<file path="src/rtl/draw_player_if.sv">
// VGA stream bundle shared by the draw stages: counters, syncs, blanks, colour.
interface vga_if;
  logic [10:0] hcount;
  logic [10:0] vcount;
  logic        hsync;
  logic        vsync;
  logic        hblnk;
  logic        vblnk;
  logic [11:0] rgb;

  modport in  (input  hcount, vcount, hsync, vsync, hblnk, vblnk, rgb);
  modport out (output hcount, vcount, hsync, vsync, hblnk, vblnk, rgb);
endinterface

</file>
<file path="src/rtl/draw_player.sv">
// Player sprite overlay: 2-stage pipeline that latches the sprite position once
// per frame, addresses the sprite ROM in stage 1 and keys the ROM colour over
// the background in stage 2. A two-frame walk animation selects the ROM half.
module draw_player #(
  parameter int unsigned PLAYER_W    = 32,
  parameter int unsigned PLAYER_H    = 48,
  parameter logic [11:0] TRANSPARENT = 12'hF0F,
  parameter int unsigned ANIM_DIV    = 8
) (
  input  logic        clk,
  input  logic        rst,
  vga_if.in           vga_in,
  vga_if.out          vga_out,
  input  logic [11:0] xpos_player,
  input  logic [11:0] ypos_player,
  input  logic        moving,
  output logic [11:0] rom_addr,
  input  logic [11:0] rom_pixel
);

  localparam logic [11:0] X_MAX    = 12'(800 - PLAYER_W);
  localparam logic [11:0] Y_MAX    = 12'(600 - PLAYER_H);
  localparam logic [3:0]  CNT_LAST = 4'(ANIM_DIV - 1);

  typedef enum logic {IDLE, COUNT} anim_state_e;

  logic        vblnk_prev_q;
  logic        vblnk_rise;
  logic [11:0] x_l_q, y_l_q;
  logic        pos_vld_q;
  anim_state_e state_q, state_d;
  logic [3:0]  cnt_q, cnt_d;
  logic        frame_q, frame_d;

  logic [12:0] h13, v13, x_hi, y_hi;
  logic        in_sprite;
  logic [5:0]  row;
  logic [4:0]  col;

  logic [10:0] s1_h_q, s1_v_q, out_h_q, out_v_q;
  logic [3:0]  s1_ctl_q, out_ctl_q;
  logic [11:0] s1_rgb_q, out_rgb_q, rom_addr_q;
  logic        s1_in_q;

  assign vblnk_rise = vga_in.vblnk & ~vblnk_prev_q;

  // Edge detector for the start of vertical blanking.
  always_ff @(posedge clk or negedge rst) begin
    if (!rst) vblnk_prev_q <= 1'b0;
    else      vblnk_prev_q <= vga_in.vblnk;
  end

  // Position latch: sampled (and clamped) only at vblank start so a frame never tears.
  // pos_vld_q keeps the sprite hidden until the first real latch after reset.
  always_ff @(posedge clk or negedge rst) begin
    if (!rst) begin
      x_l_q     <= '0;
      y_l_q     <= '0;
      pos_vld_q <= 1'b0;
    end else if (vblnk_rise) begin
      x_l_q     <= (xpos_player > X_MAX) ? X_MAX : xpos_player;
      y_l_q     <= (ypos_player > Y_MAX) ? Y_MAX : ypos_player;
      pos_vld_q <= 1'b1;
    end
  end

  // Animation state register.
  always_ff @(posedge clk or negedge rst) begin
    if (!rst) begin
      state_q <= IDLE;
      cnt_q   <= '0;
      frame_q <= 1'b0;
    end else begin
      state_q <= state_d;
      cnt_q   <= cnt_d;
      frame_q <= frame_d;
    end
  end

  // Animation next state: all decisions are taken only at vblank start.
  always_comb begin
    state_d = state_q;
    cnt_d   = cnt_q;
    frame_d = frame_q;
    if (vblnk_rise) begin
      case (state_q)
        IDLE: begin
          cnt_d   = '0;
          frame_d = 1'b0;
          if (moving) state_d = COUNT;
        end
        COUNT: begin
          if (!moving) begin
            state_d = IDLE;
            cnt_d   = '0;
            frame_d = 1'b0;
          end else if (cnt_q == CNT_LAST) begin
            cnt_d   = '0;
            frame_d = ~frame_q;
          end else begin
            cnt_d = cnt_q + 4'd1;
          end
        end
        default: state_d = IDLE;
      endcase
    end
  end

  // Sprite hit test in 13 bits so the right/bottom bounds cannot wrap.
  always_comb begin
    h13       = {2'b00, vga_in.hcount};
    v13       = {2'b00, vga_in.vcount};
    x_hi      = {1'b0, x_l_q} + 13'(PLAYER_W);
    y_hi      = {1'b0, y_l_q} + 13'(PLAYER_H);
    in_sprite = pos_vld_q && !vga_in.hblnk && !vga_in.vblnk &&
                (h13 >= {1'b0, x_l_q}) && (h13 < x_hi) &&
                (v13 >= {1'b0, y_l_q}) && (v13 < y_hi);
    col       = 5'(h13 - {1'b0, x_l_q});
    row       = 6'(v13 - {1'b0, y_l_q});
  end

  // Stage 1: delay the stream and register the ROM address while inside the sprite.
  always_ff @(posedge clk or negedge rst) begin
    if (!rst) begin
      s1_h_q     <= '0;
      s1_v_q     <= '0;
      s1_ctl_q   <= '0;
      s1_rgb_q   <= '0;
      s1_in_q    <= 1'b0;
      rom_addr_q <= '0;
    end else begin
      s1_h_q   <= vga_in.hcount;
      s1_v_q   <= vga_in.vcount;
      s1_ctl_q <= {vga_in.hsync, vga_in.vsync, vga_in.hblnk, vga_in.vblnk};
      s1_rgb_q <= vga_in.rgb;
      s1_in_q  <= in_sprite;
      if (in_sprite) rom_addr_q <= {frame_q, row, col};
    end
  end

  // Stage 2: key the ROM colour over the delayed background.
  always_ff @(posedge clk or negedge rst) begin
    if (!rst) begin
      out_h_q   <= '0;
      out_v_q   <= '0;
      out_ctl_q <= '0;
      out_rgb_q <= '0;
    end else begin
      out_h_q   <= s1_h_q;
      out_v_q   <= s1_v_q;
      out_ctl_q <= s1_ctl_q;
      out_rgb_q <= (s1_in_q && rom_pixel != TRANSPARENT) ? rom_pixel : s1_rgb_q;
    end
  end

  assign rom_addr       = rom_addr_q;
  assign vga_out.hcount = out_h_q;
  assign vga_out.vcount = out_v_q;
  assign vga_out.hsync  = out_ctl_q[3];
  assign vga_out.vsync  = out_ctl_q[2];
  assign vga_out.hblnk  = out_ctl_q[1];
  assign vga_out.vblnk  = out_ctl_q[0];
  assign vga_out.rgb    = out_rgb_q;

endmodule

</file>
<file path="src/flat_wrapper.sv">
// flat-port wrapper written by rule: the top's interface ports become plain ports
module draw_player_flat 
#(
  parameter int unsigned PLAYER_W    = 32,
  parameter int unsigned PLAYER_H    = 48,
  parameter logic [11:0] TRANSPARENT = 12'hF0F,
  parameter int unsigned ANIM_DIV    = 8
)
  (clk, rst, xpos_player, ypos_player, moving, rom_addr, rom_pixel, vga_in_hcount, vga_in_vcount, vga_in_hsync, vga_in_vsync, vga_in_hblnk, vga_in_vblnk, vga_in_rgb, vga_out_hcount, vga_out_vcount, vga_out_hsync, vga_out_vsync, vga_out_hblnk, vga_out_vblnk, vga_out_rgb);
  vga_if vga_in_i ();
  vga_if vga_out_i ();
  input  logic clk;
  input  logic rst;
  input  logic [11:0] xpos_player;
  input  logic [11:0] ypos_player;
  input  logic moving;
  output logic [11:0] rom_addr;
  input  logic [11:0] rom_pixel;
  input wire logic [$bits(vga_in_i.hcount)-1:0] vga_in_hcount;
  input wire logic [$bits(vga_in_i.vcount)-1:0] vga_in_vcount;
  input wire logic [$bits(vga_in_i.hsync)-1:0] vga_in_hsync;
  input wire logic [$bits(vga_in_i.vsync)-1:0] vga_in_vsync;
  input wire logic [$bits(vga_in_i.hblnk)-1:0] vga_in_hblnk;
  input wire logic [$bits(vga_in_i.vblnk)-1:0] vga_in_vblnk;
  input wire logic [$bits(vga_in_i.rgb)-1:0] vga_in_rgb;
  output wire logic [$bits(vga_out_i.hcount)-1:0] vga_out_hcount;
  output wire logic [$bits(vga_out_i.vcount)-1:0] vga_out_vcount;
  output wire logic [$bits(vga_out_i.hsync)-1:0] vga_out_hsync;
  output wire logic [$bits(vga_out_i.vsync)-1:0] vga_out_vsync;
  output wire logic [$bits(vga_out_i.hblnk)-1:0] vga_out_hblnk;
  output wire logic [$bits(vga_out_i.vblnk)-1:0] vga_out_vblnk;
  output wire logic [$bits(vga_out_i.rgb)-1:0] vga_out_rgb;
  assign vga_in_i.hcount = vga_in_hcount;
  assign vga_in_i.vcount = vga_in_vcount;
  assign vga_in_i.hsync = vga_in_hsync;
  assign vga_in_i.vsync = vga_in_vsync;
  assign vga_in_i.hblnk = vga_in_hblnk;
  assign vga_in_i.vblnk = vga_in_vblnk;
  assign vga_in_i.rgb = vga_in_rgb;
  assign vga_out_hcount = vga_out_i.hcount;
  assign vga_out_vcount = vga_out_i.vcount;
  assign vga_out_hsync = vga_out_i.hsync;
  assign vga_out_vsync = vga_out_i.vsync;
  assign vga_out_hblnk = vga_out_i.hblnk;
  assign vga_out_vblnk = vga_out_i.vblnk;
  assign vga_out_rgb = vga_out_i.rgb;
  draw_player #(.PLAYER_W(PLAYER_W), .PLAYER_H(PLAYER_H), .TRANSPARENT(TRANSPARENT), .ANIM_DIV(ANIM_DIV)) u_core (.clk(clk), .rst(rst), .vga_in(vga_in_i), .vga_out(vga_out_i), .xpos_player(xpos_player), .ypos_player(ypos_player), .moving(moving), .rom_addr(rom_addr), .rom_pixel(rom_pixel));
endmodule
</file>
<file path="config.mk">
export PLATFORM = sky130hd
export DESIGN_NAME = draw_player_flat
export DESIGN_NICKNAME = d
export VERILOG_FILES = /design/src/rtl/draw_player_if.sv /design/src/rtl/draw_player.sv /design/src/flat_wrapper.sv
export SDC_FILE = /design/constraint.sdc
export NUM_CORES = 1
export LEC_CHECK = 0
export ABC_AREA = 1
export CAP_MARGIN = 20
export CORE_MARGIN = 4
export CORE_UTILIZATION = 54
export DETAILED_ROUTE_END_ITERATION = 8
export PLACE_DENSITY_LB_ADDON = 0.12
export SETUP_SLACK_MARGIN = 0.2
export SYNTH_ARGS = -nofsm -noshare
export SYNTH_HDL_FRONTEND = slang
export SYNTH_SLANG_ARGS = --single-unit
</file>
<file path="constraint.sdc">
create_clock -name clk -period 3.7 [get_ports clk]
set_clock_uncertainty 0.05 [all_clocks]
set_input_delay 0.74 -clock clk [delete_from_list [all_inputs] [get_ports clk]]
set_output_delay 0.74 -clock clk [all_outputs]
set_load 0.02 [all_outputs]
</file>
==> impl_metrics.env <==
export IMPL_synth_top_area_cell="dfrtp_1"
export IMPL_overflow=0
export IMPL_switching_share_pct=28.1
export IMPL_rsz0062_at_grt="no"
export IMPL_gp_congestion=0.836
export IMPL_die_area_mm2=0.0118
export IMPL_area_growth_pct=35.7
export IMPL_n_fill_cell=682
export IMPL_cts_max_level=4
export IMPL_n_antenna_cell=0
export IMPL_async_reset_ff_share_pct=100
export IMPL_cp_required_ps=4100
export IMPL_avgSynthCellArea_um2=9.89
export IMPL_drive_gt1_share_pct=10.7
export IMPL_p_per_area_mw_per_mm2=509
export IMPL_setup_viol=0
export IMPL_start_util_pct=55.8
export IMPL_cts_path_max_buffers=2
export IMPL_finalSetupTns_ps=0
export IMPL_fin_hold_ws_ps=277
export IMPL_crit_path_start_kind="primary input"
export IMPL_ios=127
export IMPL_numPlacedInstances=805
export IMPL_critPathMaxStageDelay_ps=510
export IMPL_ys_seq_area_share_pct=54.8
export IMPL_nNetsFinal=808
export IMPL_routed_wl_mm=12.4
export IMPL_ys_types=39
export IMPL_numCtsBuffers=17
export IMPL_yosys_warnings=0
export IMPL_die_y_um=109
export IMPL_crit_fanout=14
export IMPL_maxCapViolCount=0
export IMPL_worstSkewPairLatency_ps=510
export IMPL_crit_slowest_cell="clkdlybuf4s50_1"
export IMPL_p_leak_nw=3.58
export IMPL_grt_pass1_wl_mm=20.5
export IMPL_status="complete, no violations"
export IMPL_core_region_area_mm2=0.00982
export IMPL_io_buffers=126
export IMPL_dp_hpwl_mm=9.01
export IMPL_synth_cells=554
export IMPL_p_clk_share_pct=41.1
export IMPL_cts_sinks=120
export IMPL_crit_top_cell="nand2_1"
export IMPL_drc_errors=0
export IMPL_fin_crit_ps=2750
export IMPL_worst_endpoint_arrival_ps=3150
export IMPL_syn_nets=671
export IMPL_finalCritPeriodShare_pct=74.3
export IMPL_grt_pass1_vias=4342
export IMPL_dr_pass1_iters=4
export IMPL_synth_area_leaders="dfrtp_1 55%, ha_1 8.7%, nand2_1 7.1%"
export IMPL_drtIter0Drc=167
export IMPL_layout_commonest_cell="clkdlybuf4s50_1"
export IMPL_die_w_um=109
export IMPL_grt_use_total_pct=22.5
export IMPL_clockRootBuffer="clkbuf_8"
export IMPL_worst_pin_slew_ps=833
export IMPL_cts_setup_buffers=0
export IMPL_crit_buf_inv=3
export IMPL_p_switching_mw=1.06
export IMPL_peakVddDrop_mv=0.345
export IMPL_place_ws_ps=439
export IMPL_fin_cells=837
export IMPL_p_comb_share_pct=19.7
export IMPL_path_clk_slew_ps=60
export IMPL_slew_headroom_pct=44.5
export IMPL_fin_ws_ps=950
export IMPL_hold_class="in2async"
export IMPL_antenna_found_initial=0
export IMPL_ys_flop_type="dfrtp_1"
export IMPL_cts_resized=0
export IMPL_critPathKind="in2reg"
export IMPL_clock_fmax_ghz=0.364
export IMPL_maxSlewViolCount=0
export IMPL_fin_util_pct=75.7
export IMPL_viasPerCell=5.05
export IMPL_num_vias=4231
export IMPL_crit_family="simple AND/OR/NAND/NOR gates"
export IMPL_postCtsHoldBufs=0
export IMPL_crit_chain="clkdlybuf4s50_1, inv_1, ha_1, fa_1, o21ai_1, nand2_1, nand2_1, nand2_1, nand2_1, nand2_4, nor2_8, nand3_4, nand2_2, nand2_1, inv_1"
export IMPL_rows=36
export IMPL_seqPwrFrac_pct=39.2
export IMPL_netlist_area_mm2=0.00548
export IMPL_tritoncts="yes"
export IMPL_synth_top_cell_area_share_pct=54.8
export IMPL_routedWlPerCell_um=14.8
export IMPL_ys_ff_latch=120
export IMPL_synth_edff_count=0
export IMPL_cp_end_kind="register"
export IMPL_final_cell_mix="125 x clkdlybuf4s50_1, 120 x dfrtp_1, 104 x nand2_1"
export IMPL_ant_nets=0
export IMPL_grt_max_degree=69
export IMPL_hold_viol=0
export IMPL_cellInternalPower_mw=2.72
routing by layer:
metal  GRT usage (%)  share of wire, %  vias to the layer above
met5               0                 0                        -
met4            6.85               1.7                        0
met3            6.57               6.1                       22
met2            37.8                49                      135
met1            28.2                43                     2011
li1                -                 -                     2063
Yosys cell counts, types with 2 or more instances:
master    instances
dfrtp_1         120
nand2_1         104
inv_1            86
ha_1             38
o21ai_0          29
nor2_1           24
nand3_1          22
nand4_1          20
nand2_2          17
a21oi_1          14
xor2_1           12
clkbuf_1          7
nand3_2           7
nor4_1            6
o22ai_1           6
nor3_1            4
a21o_1            3
a22oi_1           3
inv_2             3
nor2_4            3
xnor2_1           3
buf_6             2
fa_1              2
nand2_4           2
nor3b_1           2
or2_0             2
stage by stage:
stage	total power, mW	area, um2
final	3.78	7440
after global routing	3.97	7440
after CTS	3.82	7440
after detailed placement	2.24	6870
after global placement	2.22	6870
after floorplan	1.88	5480
area by class of cell:
| cell class | count | area (um2) | share of cell area (%) |
|---|---|---|---|
| clock buffers | 18 | 418 | 5.62 |
| clock inverters | 14 | 148 | 1.99 |
| inverters | 90 | 338 | 4.54 |
| multi-input cells | 333 | 2080 | 28.0 |
| flip-flops and latches | 120 | 3000 | 40.4 |
| well taps | 133 | 166 | 2.24 |
| repair buffers | 129 | 1280 | 17.2 |
registers in the layout (all words and copies together) (netlist names), 4 cells and up:
| register | flops |
|---|---|
| u_core.rom_addr | 12 |
| u_core.s1_rgb_q | 12 |
| u_core.vga_out.rgb | 12 |
| u_core.x_l_q | 12 |
| u_core.y_l_q | 12 |
| u_core.s1_h_q | 11 |
| u_core.s1_v_q | 11 |
| u_core.vga_out.hcount | 11 |
| u_core.vga_out.vcount | 11 |
| u_core.cnt_q | 4 |
| u_core.out_ctl_q | 4 |
| u_core.s1_ctl_q | 4 |
power groups by stage:
| stage | combinational [mW] | clock, mW | sequential (mW) |
|---|---|---|---|
| global placement | 0.715 | 0 | 1.50 |
| detailed placement | 0.734 | 0 | 1.50 |
| finish | 0.745 | 1.55 | 1.49 |
| global route | 0.820 | 1.65 | 1.50 |
| floorplan | 0.291 | 0 | 1.59 |
| CTS | 0.752 | 1.58 | 1.49 |
cells by family after synthesis:
group           Yosys count  synth area share [%]
xor+xnor                 15                  2.40
flops                   120                  54.8
buf+inv                 101                  7.28
compound gates           59                  6.00
simple gates            219                  20.1
fa+ha+maj                40                  9.40
final timing paths:
kind / start / end / slack, ps / depth (start not counted)
max reg2reg: u_core.y_l_q[4] / u_core.rom_addr[5] / 1050 / 14
min: rst / u_core.vga_out.vcount[5] / 280 / 1
min in group clk: u_core.s1_v_q[4] / u_core.vga_out.vcount[4] / 300 / 0
max in group asynchronous: rst / u_core.s1_rgb_q[3] / 2440 / 2
min reg2reg: u_core.s1_v_q[4] / u_core.vga_out.vcount[4] / 300 / 0
max: vga_in_vcount[0] / u_core.rom_addr[5] / 950 / 15
Power figures use the tool's default switching activity.
